===== config.mk =====
export PLATFORM = sky130hd
export DESIGN_NAME = demux13_buf
export DESIGN_NICKNAME = d
export VERILOG_FILES = /design/src/rtl/demux13_buf.sv
export SDC_FILE = /design/constraint.sdc
export NUM_CORES = 1
export LEC_CHECK = 0
export CAP_MARGIN = 20
export CORE_ASPECT_RATIO = 1.5
export CORE_MARGIN = 10
export CORE_UTILIZATION = 30
export CTS_CLUSTER_SIZE = 10
export DETAILED_ROUTE_END_ITERATION = 12
export PLACE_DENSITY_LB_ADDON = 0.3
export SLEW_MARGIN = 15
export SYNTH_ARGS = -nofsm -noshare
export SYNTH_HDL_FRONTEND = slang
export SYNTH_SLANG_ARGS = --single-unit

===== constraint.sdc =====
create_clock -name clk -period 6.65 [get_ports clk]
set_input_delay 0.9975 -clock clk [delete_from_list [all_inputs] [get_ports clk]]
set_output_delay 0.9975 -clock clk [all_outputs]
set_load 0.03 [all_outputs]

===== src/rtl/demux13_buf.sv =====
// demux13_buf: registered 1-to-13 distributor with single-entry holding slots.
// Each slot is drained by its own consumer through a valid/ack handshake.

// One holding slot: loads on accept, clears valid on drain, data holds.
module demux13_slot #(
  parameter int WIDTH = 8
) (
  input  logic             clk,
  input  logic             reset,
  input  logic             load,
  input  logic             drain,
  input  logic [WIDTH-1:0] d,
  output logic [WIDTH-1:0] q,
  output logic             valid
);
  // Load wins over drain so a same-cycle reload keeps the slot full.
  always_ff @(posedge clk or posedge reset) begin
    if (reset) begin
      q     <= '0;
      valid <= 1'b0;
    end else if (load) begin
      q     <= d;
      valid <= 1'b1;
    end else if (drain) begin
      valid <= 1'b0;
    end
  end
endmodule

module demux13_buf #(
  parameter int WIDTH = 8
) (
  input  logic             clk,
  input  logic             reset,
  input  logic             in_valid,
  output logic             in_ready,
  input  logic [3:0]       s,
  input  logic [WIDTH-1:0] d,
  output logic [WIDTH-1:0] y0,
  output logic [WIDTH-1:0] y1,
  output logic [WIDTH-1:0] y2,
  output logic [WIDTH-1:0] y3,
  output logic [WIDTH-1:0] y4,
  output logic [WIDTH-1:0] y5,
  output logic [WIDTH-1:0] y6,
  output logic [WIDTH-1:0] y7,
  output logic [WIDTH-1:0] y8,
  output logic [WIDTH-1:0] y9,
  output logic [WIDTH-1:0] y10,
  output logic [WIDTH-1:0] y11,
  output logic [WIDTH-1:0] y12,
  output logic [12:0]      y_valid,
  input  logic [12:0]      y_ack,
  output logic [3:0]       occ,
  output logic             sel_err
);
  localparam int N = 13;

  logic [N-1:0][WIDTH-1:0] y_q;
  logic [N-1:0]            drain, load, free;
  logic [15:0]             free_ext;
  logic                    legal, accept, inc;
  logic [3:0]              dec, occ_next;

  assign legal    = (s <= 4'd12);
  assign drain    = y_valid & y_ack;
  assign free     = ~y_valid | y_ack;
  // Illegal selects always accept (word is discarded), so pad with ones.
  assign free_ext = {3'b111, free};
  assign in_ready = free_ext[s];
  assign accept   = in_valid & in_ready;

  genvar k;
  generate
    for (k = 0; k < N; k++) begin : g_slot
      assign load[k] = accept & legal & (s == 4'(k));
      demux13_slot #(.WIDTH(WIDTH)) u_slot (
        .clk   (clk),
        .reset (reset),
        .load  (load[k]),
        .drain (drain[k]),
        .d     (d),
        .q     (y_q[k]),
        .valid (y_valid[k])
      );
    end
  endgenerate

  // Occupancy delta: +1 for a load into an empty-or-staying slot, -1 per drain not refilled.
  always_comb begin
    inc = |(load & ~drain);
    dec = '0;
    for (int i = 0; i < N; i++) dec = dec + {3'b000, drain[i] & ~load[i]};
    occ_next = occ + {3'b000, inc} - dec;
  end

  // Registered occupancy count and illegal-select pulse.
  always_ff @(posedge clk or posedge reset) begin
    if (reset) begin
      occ     <= '0;
      sel_err <= 1'b0;
    end else begin
      occ     <= occ_next;
      sel_err <= accept & ~legal;
    end
  end

  assign y0  = y_q[0];
  assign y1  = y_q[1];
  assign y2  = y_q[2];
  assign y3  = y_q[3];
  assign y4  = y_q[4];
  assign y5  = y_q[5];
  assign y6  = y_q[6];
  assign y7  = y_q[7];
  assign y8  = y_q[8];
  assign y9  = y_q[9];
  assign y10 = y_q[10];
  assign y11 = y_q[11];
  assign y12 = y_q[12];
endmodule


==> results_dict.tcl, run 1 <==
set metrics [dict create \
    setup_violations 0 \
    clock_latency_ns 0.42 \
    grt_start_max_net_pins 69 \
    die_y_um 188 \
    layout_cell_share_with_drive_strength_beyond_1_pct 28.7 \
    synth-main-ff-cell "dfrtp_1" \
    critical_path_required_ns 6.99 \
    net_total_in_the_final_layout 624 \
    worst_hold_path.num_cells 1 \
    floorplan_core_area_mm2 0.0185 \
    drt-pass1-iter-count 4 \
    post-layout-total-power_mw 3.11 \
    cts_resized 0 \
    r2r_setup_slack_ns 1.35 \
    synth.lib_cells_used.distinct 41 \
    synth_edf_count 0 \
    worst_slack_ns 0.446 \
    grt_first_pass_wirelength_mm 27.7 \
    leakagePower_nw 3.44 \
    total_clock_sinks 122 \
    timing.final.max_slew_violations 0 \
    maxClockFrequency_mhz 161 \
    io_buffer_count 150 \
    global_routing_usage_on_met3_pct 3.91 \
    drv.max_cap_violation_count 0 \
    synth_area_per_cell_um2 13.7 \
    critPathLaunchType "primary input" \
    clk_path_buf_depth 2 \
    ant_nets 0 \
    drt-total-wl_mm 18.0 \
    hold_buffer_count_at_cts 0 \
    vias_in_the_first_global_route 4420 \
    die-width_um 132 \
    setup.worst_path.end_class "flip-flop" \
    finalClockSkew_ns 0.00971 \
    hp-class "flip-flop to flip-flop" \
    hp-start "g_slot[10].u_slot.q[1]" \
    grt_resource_usage_total_pct 14.7 \
    grt_setup_unrepaired "no" \
    pre_cts_slack_ns -0.00911 \
    p_per_area_mw_per_mm2 385 \
    synthesis.area_mm2 0.00564 \
    post_cts_setup_buffers 0 \
    antenna-diode-count 0 \
    worst-path-max-fanout 9 \
    grt_overflow 0 \
    mappedNetlistNets 461 \
    worstRegToRegCells 18 \
    grt_util_met2_pct 27.2 \
    setup_tns_ns 0 \
    initialDrtViolationCount 201 \
    drc_errors 0 \
    worst_slew_pin_slew_ns 0.894 \
    r2r-start "g_slot[11].u_slot.valid" \
    synth_top_area_share_pct 54.2 \
    synth.ff_latch_count 122 \
    die-area_mm2 0.0248 \
    routedWlPerCell_um 21.5 \
    areaGrowthSynthToFinish_pct 43.4 \
    synth_area_leader_cell "dfrtp_1" \
    floorplan.initialDensity_pct 30.4 \
    ctsHtreeMaxLevel 4 \
    asyncSetResetFlopFracSynth_pct 100 \
    global_route.usage.met1_pct 14.8 \
    rows 61 \
    worstSetupPathType "primary input to flip-flop" \
    clk_pin_slew_ns 0.06 \
    globalplace.congestion 0.890 \
    top_usage_layer "met2" \
    slew_headroom_pct 40.4 \
    final_period_minus_worst_setup_slack_ns 6.20 \
    design.portCount 151 \
    vias 3973 \
    min_to "g_slot[10].u_slot.q[1]" \
    hpwl_detailed_mm 13.7 \
    post_drt_via_cell_ratio 4.73 \
    synth-seq-area-share_pct 54.2 \
    synth.yosys.warnings 0 \
    run_status "finished, final reports clean" \
    layout_worst_path_cycle_share_pct 93.3 \
    irDropWorstVdd_uv 223 \
    antenna_found_initial 0 \
    final-hold-violation-count 0 \
    total_clock_buffers_created_by_cts 17 \
    post_synth_inst_count 412 \
    critical_path.reg2reg.endpoint "occ[3]" \
    clockRootBuffer "clkbuf_16" \
    critical_path_at_ns 6.55 \
    tritoncts "done" \
    post_synth_main_area_contributors "dfrtp_1 (54%), mux2_2 (20%), fa_1 (3.6%), ha_1 (2.4%), buf_4 (2.1%)" \
]
cell families (layout without fill, tap and decap cells):
group,count (synthesis),in the layout,share of synthesized area [%]
AOI/OAI and AO/OA,32,32,3.84
xor gates and xnor gates,5,5,0.777
adders and majority gates,21,21,5.99
buffers and inverters,54,230,4.79
DFF,122,122,54.2
muxes,106,106,21.6
and+or+nand+nor,72,72,8.86
how the worst max path moves through the flow:
| stage | from | to | slack, ns |
|---|---|---|---|
| after CTS | s[0] | occ[3] | 0.43 |
| final | s[0] | occ[3] | 0.45 |
| after detailed placement | s[0] | occ[3] | -0.009 |
| after global placement | s[0] | occ[3] | 0.04 |
| after global routing | s[0] | occ[3] | 0.15 |
| after floorplan | s[1] | occ[3] | 0.58 |
stage by stage:
| stage | instances | hold slack (ns) | utilization, % | cell area (µm²) |
|---|---|---|---|---|
| 2_1_floorplan | 412 | 0.486 | - | 5640 |
| 3_3_place_gp | 808 | 0.469 | 40.2 | 7460 |
| 3_5_place_dp | 808 | 0.476 | 40.2 | 7460 |
| 4_1_cts | 840 | 0.488 | 43.6 | 8080 |
| 5_1_grt | 840 | 0.509 | 43.6 | 8080 |
| 6_report | 840 | 0.484 | 43.6 | 8080 |
worst max-delay path, stage by stage:
cell and delay (ns):
clkdlybuf4s50_1 0.66, buf_4 0.21, mux4_2 0.53, o22ai_4 0.48
nor3_4 0.08, nor2_1 0.21, ha_1 0.17, inv_1 0.05
fa_1 0.44, fa_1 0.51, inv_1 0.05, fa_1 0.44
fa_1 0.51, inv_1 0.05, fa_1 0.46, ha_1 0.22
xnor2_1 0.17, xnor2_1 0.15, xnor2_1 0.13
registers in the layout, summed over array words and instances, names as in the netlist:
signal,cells
g_slot.u_slot.q,104
sel_err,1
occ,4
g_slot.u_slot.valid,13
power breakdown:
part	total, mW	leakage, nW	internal, mW	switching (mW)
combinational	1.13	1.61	0.507	0.621
sequential	1.02	1.52	0.915	0.104
clock	0.964	0.308	0.613	0.351
Yosys cell counts, types with 4 or more instances:
cell type / instances
a21oi_1: 5
and3_1: 4
buf_4: 16
clkbuf_1: 14
dfrtp_1: 122
fa_1: 10
ha_1: 11
inv_1: 22
mux2_1: 5
mux2_2: 99
nand2_1: 15
nand2b_1: 17
nand3_1: 4
nand3b_1: 5
nor2_1: 7
nor4_4: 4
o21ai_0: 11
o31ai_1: 4
xnor2_1: 5
cell type report:
cell class / count / area [µm²]
multi-input combinational: 236 / 2310
inverter: 22 / 85.1
clock inverter: 13 / 166
timing repair buffer: 176 / 1700
tap: 252 / 315
sequential: 122 / 3050
fill: 1761 / 10500
clock buffer: 19 / 453
cells in the final DEF (no fill, tap or decap), types with 7 or more instances in the layout:
cell	instances
mux2_2	99
nand2_1	15
nor2_1	7
buf_4	26
fa_1	10
clkdlybuf4s50_1	150
dfrtp_1	122
ha_1	11
inv_1	21
o21ai_0	11
nand2b_1	17
clkbuf_16	17
layer usage:
| layer | vias to the layer above | part of all wire [%] |
|---|---|---|
| li1 | 1760 | - |
| met3 | 33 | 4.7 |
| met2 | 133 | 56 |
| met5 | - | 0 |
| met1 | 2047 | 36 |
| met4 | 0 | 3.2 |
Power figures use the tool's default switching activity.
==> run 2: changes to the inputs <==
Settings changed: DONT_BUFFER_PORTS set to 1, PLACE_DENSITY set to 0.55, PLACE_DENSITY_LB_ADDON 0.3 to unset.
==> run 2 against run 1 <==
Net effect: first-iteration DRC count down 15%; cell count fell by 19%; power fell by 15%; hold slack better by 0.058 ns; register-to-register slack worse by 0.31 ns; count of clock-buffer cells in the layout up 2; critical path type unchanged; critical endpoint unchanged; highest routed layer unchanged.
==> results_dict.tcl, run 2 (synthesis gave the netlist of run 1 again) <==
set metrics [dict create \
    run_status "finished, final reports clean" \
    ctsHtreeMaxLevel 4 \
    hp-class "primary input to async pin" \
    tritoncts "done" \
    regMostFlops "g_slot.u_slot.q" \
    die-width_um 132 \
    grt_resource_usage_total_pct 13.8 \
    io_buffer_count 0 \
    initialDrtViolationCount 171 \
    finalInstanceArea_mm2 0.00643 \
    grt_setup_unrepaired "no" \
    cts_resized 0 \
    drv.max_cap_violation_count 0 \
    drt-total-wl_mm 17.0 \
    layout_cell_share_with_drive_strength_beyond_1_pct 36.2 \
    largest_reg_flops 104 \
    areaGrowthSynthToFinish_pct 14.0 \
    worst-path-max-fanout 17 \
    largest_registers "g_slot.u_slot.q x104, g_slot.u_slot.valid x13, occ x4" \
    post_cts_setup_buffers 0 \
    slew_headroom_pct 38.6 \
    irDropWorstVdd_uv 155 \
    cpPeakStageDelay_ns 0.54 \
    floorplan_core_area_mm2 0.0185 \
    critical_path_at_ns 6.09 \
    hold_buffer_count_at_cts 0 \
    clk_path_buf_depth 2 \
    clock_latency_ns 0.41 \
    globalplace.congestion 0.893 \
    crit_path_cell_trace "or2_1 -> o22ai_1 -> o311a_1 -> nor3_4 -> nor2_1 -> fa_1 -> inv_1 -> fa_1 -> fa_1 -> inv_1 -> fa_1 -> fa_1 -> inv_1 -> fa_1 -> ha_1 -> xnor2_1 -> xnor2_1 -> xnor2_1" \
    post_drt_via_cell_ratio 4.94 \
    antenna_found_initial 0 \
    critical_path_required_ns 6.98 \
    layout_worst_path_cycle_share_pct 86.7 \
    antenna-diode-count 0 \
    cp_common_cell "fa_1" \
    worstSetupPathType "primary input to flip-flop" \
    grt_start_max_net_pins 75 \
    post-layout-total-power_mw 2.65 \
    setup_tns_ns 0 \
    final-hold-violation-count 0 \
    grt_first_pass_wirelength_mm 25.4 \
    setup_violations 0 \
    maxClockFrequency_mhz 173 \
    clk_pin_slew_ns 0.06 \
    floorplan.initialDensity_pct 30.4 \
    total_clock_sinks 122 \
    worst_hold_slack_across_all_endpoints_ns 0.542 \
    net_total_in_the_final_layout 463 \
    critPathLaunchType "primary input" \
    p_per_area_mw_per_mm2 412 \
    die-area_mm2 0.0248 \
    finalClockSkew_ns 0.00874 \
    leakagePower_nw 2.77 \
    setup.worst_path.end_class "flip-flop" \
    drt-pass1-iter-count 4 \
    clockRootBuffer "clkbuf_16" \
    critical_path.slowest_cell "fa_1" \
    die_y_um 188 \
    ant_nets 0 \
    finish.utilization_pct 34.6 \
    vias 3351 \
    worst_slew_pin_slew_ns 0.921 \
    mostFrequentLayoutCells "dfrtp_1 (122), mux2_2 (99), inv_1 (21), nand2b_1 (17), clkbuf_16 (17)" \
    layout.cells.most_common "dfrtp_1" \
    postPlaceCellArea_mm2 0.00588 \
    grt_overflow 0 \
    timing.final.max_slew_violations 0 \
    final_period_minus_worst_setup_slack_ns 5.76 \
    routedWlPerCell_um 25.0 \
    design.portCount 151 \
    drc_errors 0 \
    vias_in_the_first_global_route 3719 \
    rows 61 \
    total_clock_buffers_created_by_cts 17 \
    hpwl_detailed_mm 13.0 \
]
[run 2: final cells by class]
class | instances | area (µm²)
repair buffers | 15 | 113
fillers | 1794 | 12100
clock buffers | 21 | 450
flip-flops and latches | 122 | 3050
multi-input cells | 236 | 2310
well taps | 252 | 315
clock inverters | 10 | 96.3
inverters | 22 | 85.1
[run 2: worst paths after layout]
check | from | to | slack [ns] | depth (start not counted)
setup / recovery | s[0] | occ[3] | 0.89 | 18
hold / removal | reset | g_slot[4].u_slot.q[5] | 0.54 | 1
setup reg to reg | g_slot[9].u_slot.valid | occ[3] | 1.04 | 20
hold reg to reg | g_slot[4].u_slot.q[3] | g_slot[4].u_slot.q[3] | 0.72 | 1
max in group asynchronous | reset | g_slot[8].u_slot.q[4] | 4.71 | 2
min in group clk | g_slot[4].u_slot.q[3] | g_slot[4].u_slot.q[3] | 0.72 | 1
[run 2: layer usage]
layer,track usage [%],part of all wire (%),wire (µm)
met1,12.7,32,5520
met5,0,0,0
met4,7.55,3.6,609
met3,5.62,8.1,1380
met2,25.2,56,9480
[run 2: per-stage QoR]
stage               cells  setup slack, ns
detailed placement    647            0.396
CTS                   678            0.851
global placement      647            0.567
floorplan             412            0.581
finish                678            0.886
global route          678            0.717
[run 2: worst max-delay path: cells and delay by family]
kind	cells	cell delay, ns
adder cells (fa/ha/maj)	7	3.10
AND/OR/NAND/NOR	3	0.69
AO/OA/AOI/OAI	2	0.64
XOR/XNOR	3	0.49
buffers and inverters	3	0.18
[run 2: where the power goes]
| part | switching [mW] | internal, mW |
|---|---|---|
| Clock | 0.341 | 0.522 |
| Combinational | 0.165 | 0.213 |
| Sequential | 0.498 | 0.909 |
| Total | 1.00 | 1.64 |
==> run 3: changes to the inputs <==
Settings changed: CORE_MARGIN 10 to 8, CTS_CLUSTER_DIAMETER set to 60, SETUP_SLACK_MARGIN set to 0.15.
==> run 3 against run 2 <==
Net effect: critical path depth did not move; sequential share of layout area fell by 0.16 points; core utilization rose by 0.26 points; first-iteration DRC count fell by 9.4%; critical endpoint unchanged; largest power group unchanged.
==> results_dict.tcl, run 3 (synthesis gave the netlist of run 1 again) <==
set metrics [dict create \
    run_status "finished, final reports clean" \
    critical_path.slowest_cell "fa_1" \
    pwr-share-clk_pct 34.3 \
    rows 61 \
    grt_first_pass_wirelength_mm 25.0 \
    hpwl_detailed_mm 12.6 \
    vias_in_the_first_global_route 3717 \
    hold_buffer_count_at_cts 0 \
    die_y_um 184 \
    critical_path_at_ns 6.09 \
    ant_nets 0 \
    critical_path_required_ns 6.97 \
    worstRegToRegCells 20 \
    leakagePower_nw 2.78 \
    ctsHtreeMaxLevel 4 \
    critical_path.reg2reg.endpoint "occ[3]" \
    finalClockSkew_ns 0.0128 \
    die-width_um 128 \
    layout_cell_share_with_drive_strength_beyond_1_pct 35.8 \
    irDropWorstVdd_uv 153 \
    share_seq_of_total_power_pct 51.5 \
    total_clock_buffers_created_by_cts 17 \
    post_cts_setup_buffers 0 \
    worst_slew_pin_slew_ns 0.874 \
    clk_path_buf_depth 2 \
    worstSetupPathType "primary input to flip-flop" \
    layout.cells.most_common "dfrtp_1" \
    grt_setup_unrepaired "no" \
    final_period_minus_worst_setup_slack_ns 5.77 \
    drt-pass1-iter-count 4 \
    net_total_in_the_final_layout 460 \
    crit_path_cell_trace "or2_1 -> o22ai_1 -> o311a_1 -> buf_4 -> or2_1 -> o311ai_1 -> fa_1 -> ha_1 -> ha_1 -> inv_1 -> fa_1 -> fa_1 -> inv_1 -> fa_1 -> ha_1 -> xnor2_1 -> xnor2_1 -> xnor2_1" \
    antenna_found_initial 0 \
    timing.final.max_slew_violations 0 \
    cpPeakStageDelay_ns 0.52 \
    clockRootBuffer "clkbuf_16" \
    io_buffer_count 0 \
    clock_latency_ns 0.41 \
    clk_pin_slew_ns 0.06 \
    setup.worst_path.end_class "flip-flop" \
    swShare_pct 36.7 \
    slew_headroom_pct 41.7 \
    finish.utilization_pct 34.9 \
    grt_start_max_net_pins 68 \
    largest_reg_flops 104 \
    globalplace.congestion 0.839 \
    largest_registers "g_slot.u_slot.q x104, g_slot.u_slot.valid x13, occ x4" \
    power.switching_mw 0.998 \
    post_drt_via_cell_ratio 4.96 \
    cts_resized 0 \
    r2r_setup_slack_ns 1.03 \
    drc_errors 0 \
    design.portCount 151 \
    r2r-start "g_slot[11].u_slot.valid" \
    grt_resource_usage_total_pct 14.6 \
    worst-path-max-fanout 17 \
    antenna-diode-count 0 \
    hp-class "primary input to async pin" \
    vias 3345 \
    final-hold-violation-count 0 \
    cp_common_cell "fa_1" \
    p_per_area_mw_per_mm2 422 \
    drt-total-wl_mm 16.6 \
    floorplan.initialDensity_pct 30.5 \
    die-area_mm2 0.0235 \
    grt_overflow 0 \
    setup_violations 0 \
    mostFrequentLayoutCells "dfrtp_1 (122), mux2_2 (99), inv_1 (21), nand2b_1 (17), clkbuf_16 (17)" \
    tritoncts "done" \
    drv.max_cap_violation_count 0 \
    regMostFlops "g_slot.u_slot.q" \
    internal-power_mw 1.72 \
    layout_worst_path_cycle_share_pct 86.8 \
    floorplan_core_area_mm2 0.0185 \
    initialDrtViolationCount 155 \
    setup_tns_ns 0 \
    pwr-share-comb_pct 14.2 \
    critPathLaunchType "primary input" \
    areaGrowthSynthToFinish_pct 14.4 \
    total_clock_sinks 122 \
    routedWlPerCell_um 24.6 \
    maxClockFrequency_mhz 173 \
]
run 3: cell count changes in the layout (fill, tap and decap cells not counted):
cell,change
buf_4,-3
clkbuf_1,-1
inv_6,+1
clkinv_4,-1
clkinvlp_4,-1
clkinv_2,-1
bufinv_16,+2
run 3: power groups by stage:
| stage | registers [mW] | logic (mW) | clock network (mW) |
|---|---|---|---|
| 2_1_floorplan | 1.34 | 0.328 | 0 |
| 3_3_place_gp | 1.42 | 0.359 | 0 |
| 3_5_place_dp | 1.43 | 0.395 | 0 |
| 4_1_cts | 1.41 | 0.397 | 0.956 |
| 5_1_grt | 1.43 | 0.441 | 0.992 |
| 6_report | 1.40 | 0.387 | 0.934 |
run 3: worst max-delay path: cells and delay by family:
kind | cells | cell delay (ns)
buf+inv | 3 | 0.33
xor+xnor | 3 | 0.46
fa+ha+maj | 7 | 2.58
simple gates | 2 | 0.71
compound gates | 3 | 1.00
run 3: cell type report:
class                   instances  area, µm²
well taps                     252        315
flip-flops and latches        122       3050
inverters                      22       85.1
fillers                      1865      12000
clock inverters                10        144
multi-input cells             236       2310
clock buffers                  20        447
repair buffers                 12       90.1
run 3: metrics by stage:
stage	hold WS [ns]	area, µm²	total power [mW]	cells	worst slack, ns
2_1_floorplan	0.486	5640	1.67	412	0.581
3_3_place_gp	0.715	5860	1.78	644	0.540
3_5_place_dp	0.721	5860	1.82	644	0.437
4_1_cts	0.683	6450	2.77	674	0.879
5_1_grt	0.697	6450	2.86	674	0.625
6_report	0.637	6450	2.72	674	0.878
run 3: per-layer routing:
metal  vias to the layer above  share of wire, %  GRT usage, %
met2                       104                56          26.6
met5                         -                 0             0
met3                        23               7.7          5.43
met4                         0               2.7          7.40
met1                      1804                33          13.9
li1                       1414                 -             -
run 3: how the worst max path moves through the flow:
stage / from / end / slack (ns) / depth (start not counted)
after floorplan: s[1] / occ[3] / 0.58 / 21
after global placement: s[1] / occ[3] / 0.54 / 18
after detailed placement: s[1] / occ[3] / 0.44 / 18
after CTS: s[1] / occ[3] / 0.88 / 18
after global routing: s[1] / occ[3] / 0.62 / 18
final: s[0] / occ[3] / 0.88 / 18
